`src/rtl/gate_sweep_pkg.sv`:
```
// Shared definitions for the gate sweep sequencer: FSM states, MODE_SEL
// encodings, first/last vector per mode, and the golden gate function.
// Imported by the controller, the golden model and the bench.
package gate_sweep_pkg;

  typedef enum logic [1:0] {
    ST_IDLE   = 2'd0,
    ST_SETTLE = 2'd1,
    ST_SAMPLE = 2'd2,
    ST_DONE   = 2'd3
  } state_e;

  localparam logic [1:0] MODE_M0   = 2'b00;  // NAND vectors only
  localparam logic [1:0] MODE_M1   = 2'b01;  // inverted-majority vectors only
  localparam logic [1:0] MODE_BOTH = 2'b10;  // all 16 vectors
  localparam logic [1:0] MODE_RSVD = 2'b11;  // behaves like MODE_BOTH

  localparam logic [3:0] VEC_FIRST_M0  = 4'b0000;
  localparam logic [3:0] VEC_FIRST_M1  = 4'b1000;
  localparam logic [3:0] VEC_LAST_M0   = 4'b0111;
  localparam logic [3:0] VEC_LAST_FULL = 4'b1111;

  // First {M,A,B,C} of a sweep for the latched mode.
  function automatic logic [3:0] first_vec(input logic [1:0] mode);
    return (mode == MODE_M1) ? VEC_FIRST_M1 : VEC_FIRST_M0;
  endfunction

  // Last {M,A,B,C} of a sweep for the latched mode.
  function automatic logic [3:0] last_vec(input logic [1:0] mode);
    return (mode == MODE_M0) ? VEC_LAST_M0 : VEC_LAST_FULL;
  endfunction

  // Expected gate output for vector {M,A,B,C}.
  function automatic logic golden(input logic [3:0] v);
    logic m, a, b, c;
    {m, a, b, c} = v;
    return m ? ~((a & b) | (a & c) | (b & c)) : ~(a & b & c);
  endfunction

endpackage

```
`src/rtl/gate_golden_model.sv`:
```
// Combinational golden reference for the mode-selectable 3-input gate.
// Ports: vec_i = {M,A,B,C} stimulus, exp_o = expected gate output.
// Zero latency, no flow control.
module gate_golden_model
  import gate_sweep_pkg::*;
(
  input  logic [3:0] vec_i,
  output logic       exp_o
);

  assign exp_o = golden(vec_i);

endmodule

```
`src/rtl/gate_sweep_ctrl.sv`:
```
// Sweeps M/A/B/C over the selected vector set, holds each for SETTLE_CYC
// cycles, samples Y and checks it against the golden model.
// Ports: CLK/RST_N, START/ABORT/MODE_SEL control, Y from the gate unit;
// M/A/B/C stimulus, BUSY/DONE status, FAIL/ERR_CNT/FIRST_FAIL results.
module gate_sweep_ctrl
  import gate_sweep_pkg::*;
#(
  parameter int unsigned SETTLE_CYC = 2  // legal 1..15
) (
  input  logic       CLK,
  input  logic       RST_N,
  input  logic       START,
  input  logic       ABORT,
  input  logic [1:0] MODE_SEL,
  input  logic       Y,
  output logic       M,
  output logic       A,
  output logic       B,
  output logic       C,
  output logic       BUSY,
  output logic       DONE,
  output logic       FAIL,
  output logic [4:0] ERR_CNT,
  output logic [3:0] FIRST_FAIL
);

  localparam logic [3:0] SETTLE_LD = 4'(SETTLE_CYC);

  state_e     state_q;
  logic [1:0] mode_q;
  logic [3:0] vec_q;
  logic [3:0] cnt_q;
  logic       busy_q;
  logic       done_q;
  logic       fail_q;
  logic [4:0] err_q;
  logic [3:0] ff_q;

  logic       exp_w;
  logic       mismatch;
  logic       is_last;
  logic [3:0] vec_d;

  gate_golden_model u_golden (
    .vec_i (vec_q),
    .exp_o (exp_w)
  );

  // Case equality so an X/Z on Y is scored as a mismatch, not skipped.
  assign mismatch = (Y === exp_w) ? 1'b0 : 1'b1;
  assign is_last  = (vec_q == last_vec(mode_q));
  assign vec_d    = vec_q + 4'd1;

  always_ff @(posedge CLK or negedge RST_N) begin
    if (!RST_N) begin
      state_q <= ST_IDLE;
      mode_q  <= MODE_M0;
      vec_q   <= 4'd0;
      cnt_q   <= 4'd0;
      busy_q  <= 1'b0;
      done_q  <= 1'b0;
      fail_q  <= 1'b0;
      err_q   <= 5'd0;
      ff_q    <= 4'd0;
    end else begin
      done_q <= 1'b0;
      if (state_q != ST_IDLE && ABORT) begin
        // Partial results are kept; only the sequencing is dropped.
        state_q <= ST_IDLE;
        vec_q   <= 4'd0;
        busy_q  <= 1'b0;
      end else begin
        case (state_q)
          ST_IDLE: begin
            if (START && !ABORT) begin
              mode_q  <= MODE_SEL;
              vec_q   <= first_vec(MODE_SEL);
              cnt_q   <= SETTLE_LD;
              err_q   <= 5'd0;
              fail_q  <= 1'b0;
              ff_q    <= 4'd0;
              busy_q  <= 1'b1;
              state_q <= ST_SETTLE;
            end
          end
          ST_SETTLE: begin
            if (cnt_q <= 4'd1) begin
              state_q <= ST_SAMPLE;
            end else begin
              cnt_q <= cnt_q - 4'd1;
            end
          end
          ST_SAMPLE: begin
            if (mismatch) begin
              err_q <= err_q + 5'd1;
              if (!fail_q) begin
                fail_q <= 1'b1;
                ff_q   <= vec_q;
              end
            end
            if (is_last) begin
              // BUSY drops as DONE rises; stimulus parks at 0000.
              vec_q   <= 4'd0;
              busy_q  <= 1'b0;
              done_q  <= 1'b1;
              state_q <= ST_DONE;
            end else begin
              vec_q   <= vec_d;
              cnt_q   <= SETTLE_LD;
              state_q <= ST_SETTLE;
            end
          end
          ST_DONE: begin
            state_q <= ST_IDLE;
          end
          default: begin
            state_q <= ST_IDLE;
          end
        endcase
      end
    end
  end

  assign {M, A, B, C} = vec_q;
  assign BUSY         = busy_q;
  assign DONE         = done_q;
  assign FAIL         = fail_q;
  assign ERR_CNT      = err_q;
  assign FIRST_FAIL   = ff_q;

endmodule

```
`config.mk`:
```
export PLATFORM = sky130hd
export DESIGN_NAME = gate_sweep_ctrl
export DESIGN_NICKNAME = d
export VERILOG_FILES = /design/src/rtl/gate_sweep_pkg.sv /design/src/rtl/gate_golden_model.sv /design/src/rtl/gate_sweep_ctrl.sv
export SDC_FILE = /design/constraint.sdc
export NUM_CORES = 1
export LEC_CHECK = 0
export CORE_MARGIN = 2
export CORE_UTILIZATION = 50
export DETAILED_ROUTE_END_ITERATION = 16
export HOLD_SLACK_MARGIN = 0.12
export PLACE_DENSITY = 0.76
export RECOVER_POWER = 25
export SLEW_MARGIN = 20
export SYNTH_ARGS = -nofsm -noshare
export SYNTH_HDL_FRONTEND = slang
export SYNTH_HIERARCHICAL = 1
export SYNTH_SLANG_ARGS = --single-unit
```
`constraint.sdc`:
```
create_clock -name CLK -period 3.2 [get_ports CLK]
set_input_delay 0.32 -clock CLK [delete_from_list [all_inputs] [get_ports CLK]]
set_output_delay 0.32 -clock CLK [all_outputs]
set_load 0.01 [all_outputs]
```
==> run_results.csv <==
group,metric,value,unit
grt,grt_pass1_wl,4420,um
die,die_area,0.00301,mm2
setup_path,path_buf_inv,0,
clocking,clock-sinks,24,
hold_path,hold_path_class,"register to register",
clocking,root_buffer,"clkbuf_4",
logic_synthesis,synth_top_cell_by_area,"dfrtp_1",
cells_and_area,design_area,0.00156,mm2
grt,grt_max_degree,25,
clocking,cts_tree,"done",
grt,overflow,0,
cells_and_area,finalNetCount,165,
clocking,cts_buffer_depth,2,
place,placed_cells,178,
cells_and_area,syn_to_final_growth,20.3,%
sta,min_period_over_period,74.3,%
routing,routedWlPerCell,15.3,um
cells_and_area,layout-drive-gt1-share,6.58,%
logic_synthesis,synthMostInstantiatedCell,"dfrtp_1",
clocking,cts_resized,0,
sta,slew_headroom,15.7,%
sta,rsz0062_at_grt,"false",
setup_path,cp_data_required_time,3.46,ns
routing,ant_nets,0,
setup_path,start_kind,"register",
place,post-place-ws,0.827,ns
logic_synthesis,async_flop_share,100,%
cells_and_area,nFillCells,215,
grt,groute.usage.overall,20.4,%
logic_synthesis,yosys-top-cells-count,"24 x dfrtp_1, 13 x nor2_1, 11 x nand2_1, 9 x o21ai_0, 8 x nand3_1",
clocking,cts_made_buffers,3,
routing,via_per_inst,6.05,
setup_path,critPathSlowestCell,"a2111o_1",
sta,layout_min_cycle_time,2.38,ns
logic_synthesis,netlist_instances,131,
logic_synthesis,ys_types,45,
logic_synthesis,syn_area,0.00129,mm2
die,std_cell_rows,18,
sta,hold_ws,0.518,ns
place,hpwlAfterDp,2100,um
sta,finalHoldViolCount,0,
sta,tns,0,ns
setup_path,critPathKind,"register to register",
routing,drtIter0Drc,24,
die,die_height,54.8,um
setup_path,end_kind,"register",
setup_path,cp_max_fo,12,
setup_path,critical-path-top-delay-family,"compound AO/OA/AOI/OAI gates",
sta,fin_skew,0.0103,ns
sta,slew_violations,0,
die,num_io_pins,23,
clocking,path_clk_slew,0.13,ns
grt,first_global_vias,991,
power_and_ir_drop,p_per_area,498,mW/mm2
cells_and_area,diodes,0,
clocking,hold_buffers,0,
routing,drc_errors,0,
sta,finalWorstSetupSlack,0.821,ns
setup_path,path_cells,"maj3_2 -> a21oi_2 -> xnor2_1 -> a2111o_1 -> or4_1 -> nand3_1",
routing,dr.pass1.iters,4,
run_status,outcome,"finished, final reports clean",
routing,vias,1101,
logic_synthesis,syn_avg_cell_area,9.87,um2
clocking,htreeDepth,1,
logic_synthesis,synth_nets,142,
logic_synthesis,ys.flop_type,"dfrtp_1",
logic_synthesis,synth_enable_flop_cells,0,
logic_synthesis,ys_seq_elements,24,
die,coreArea,0.00245,mm2
setup_path,cp_data_arrival_time,2.64,ns
sta,fmax,420,MHz
clocking,postCtsSetupBuffers,0,
flow_run,cap_viol_max_count,0,
routing,wirelength,2790,um
setup_path,cpPeakStageDelay,0.58,ns
clocking,insertion_delay,0.31,ns
logic_synthesis,synth.area.top_cells,"dfrtp_1 46%, ha_1 3.9%, nor2_1 3.8%",
cells_and_area,final_cells,182,
die,start_util,52.7,%
power_and_ir_drop,leakagePower,0.674,nW
die,dieWidth,54.8,um
logic_synthesis,yosysWarnings,6,
place,port_buffers,22,
place,place_area,0.00153,mm2
sta,worst_pin_slew,1.26,ns
logic_synthesis,yosysTopAreaCellShare,46.5,%
logic_synthesis,seq_area_frac_synth,46.5,%
power_and_ir_drop,ir_drop,0.346,mV
sta,setup_viol,0,
place,place.gp.congestion,0.997,
grt,antenna_found_initial,0,
==> kinds of logic after synthesis <==
kind of cell,after synthesis,synth area share (%)
xor gates and xnor gates,1,0.678
DFF,24,46.5
buffers and inverters,10,3.10
AOI/OAI and AO/OA,38,22.8
and+or+nand+nor,49,18.9
adders and majority gates,5,4.74
muxes,4,3.29
==> worst reg2reg max path: cells and delay by family, from the launching register on <==
| family | cells | cell delay [ns] |
|---|---|---|
| compound gates | 2 | 0.74 |
| flops | 1 | 0.51 |
| fa+ha+maj | 1 | 0.35 |
| simple gates | 2 | 0.60 |
| xor+xnor | 1 | 0.14 |
==> state kept, by name, indices dropped and copies added (netlist names) <==
signal and count:
vec_q 4, BUSY 1, DONE 1, mode_q 2, cnt_q 4, FIRST_FAIL 4
ERR_CNT 5, state_q 2, FAIL 1
==> cell usage in the layout, fill, tap and decap left out, drive strengths merged, types with 2 or more instances in the layout <==
master / n
nand2: 11
dfrtp: 24
nor3: 3
clkdlybuf4s50: 21
a211oi: 2
o31a: 2
a22o: 5
o21ai: 9
or4: 2
o311ai: 2
a221o: 2
a21oi: 2
and3: 2
mux2i: 2
o31ai: 3
nor2: 13
ha: 4
mux2: 2
clkbuf: 4
nand3: 8
inv: 5
nand2b: 3
==> where the power goes <==
part	switching, W	internal, W
logic	0.000119	0.000110
clock network	0.0000850	0.0000440
registers	0.0000673	0.000349
total	0.000271	0.000503
==> area by class of cell <==
type | instances | area, um2 | share of cell area (%)
clock buffers | 3 | 22.5 | 1.45
repair buffers | 23 | 224 | 14.4
multi-input cells | 97 | 652 | 41.9
inverters | 5 | 18.8 | 1.21
well taps | 30 | 37.5 | 2.41
flip-flops and latches | 24 | 601 | 38.6
==> through the flow <==
| stage | power [W] | utilization (%) |
|---|---|---|
| finish | 0.000775 | 63.4 |
| global route | 0.000828 | 63.4 |
| CTS | 0.000778 | 63.2 |
| detailed placement | 0.000648 | 62.3 |
| global placement | 0.000636 | 62.3 |
| floorplan | 0.000566 | - |
==> layer usage <==
metal / part of all wire [%] / up-vias / wire length, um / global-route usage [%]
met5: 0 / - / 0 / 0
li1: - / 544 / - / -
met3: 3.7 / 2 / 103 / 3.55
met2: 49 / 25 / 1370 / 34.3
met1: 47 / 530 / 1300 / 26.3
met4: 0.39 / 0 / 11 / 6.67
==> worst paths after layout <==
check,startpoint,end,slack (ns),depth (start not counted)
max,vec_q[3],ERR_CNT[4],0.82,6
min,FIRST_FAIL[0],FIRST_FAIL[0],0.52,1
max reg2reg,vec_q[3],ERR_CNT[4],0.82,6
min reg2reg,FIRST_FAIL[0],FIRST_FAIL[0],0.52,1
max in group asynchronous,RST_N,mode_q[1],1.66,2
min in group asynchronous,RST_N,ERR_CNT[4],0.79,2
Note: power is estimated with default switching activity, not from simulation.
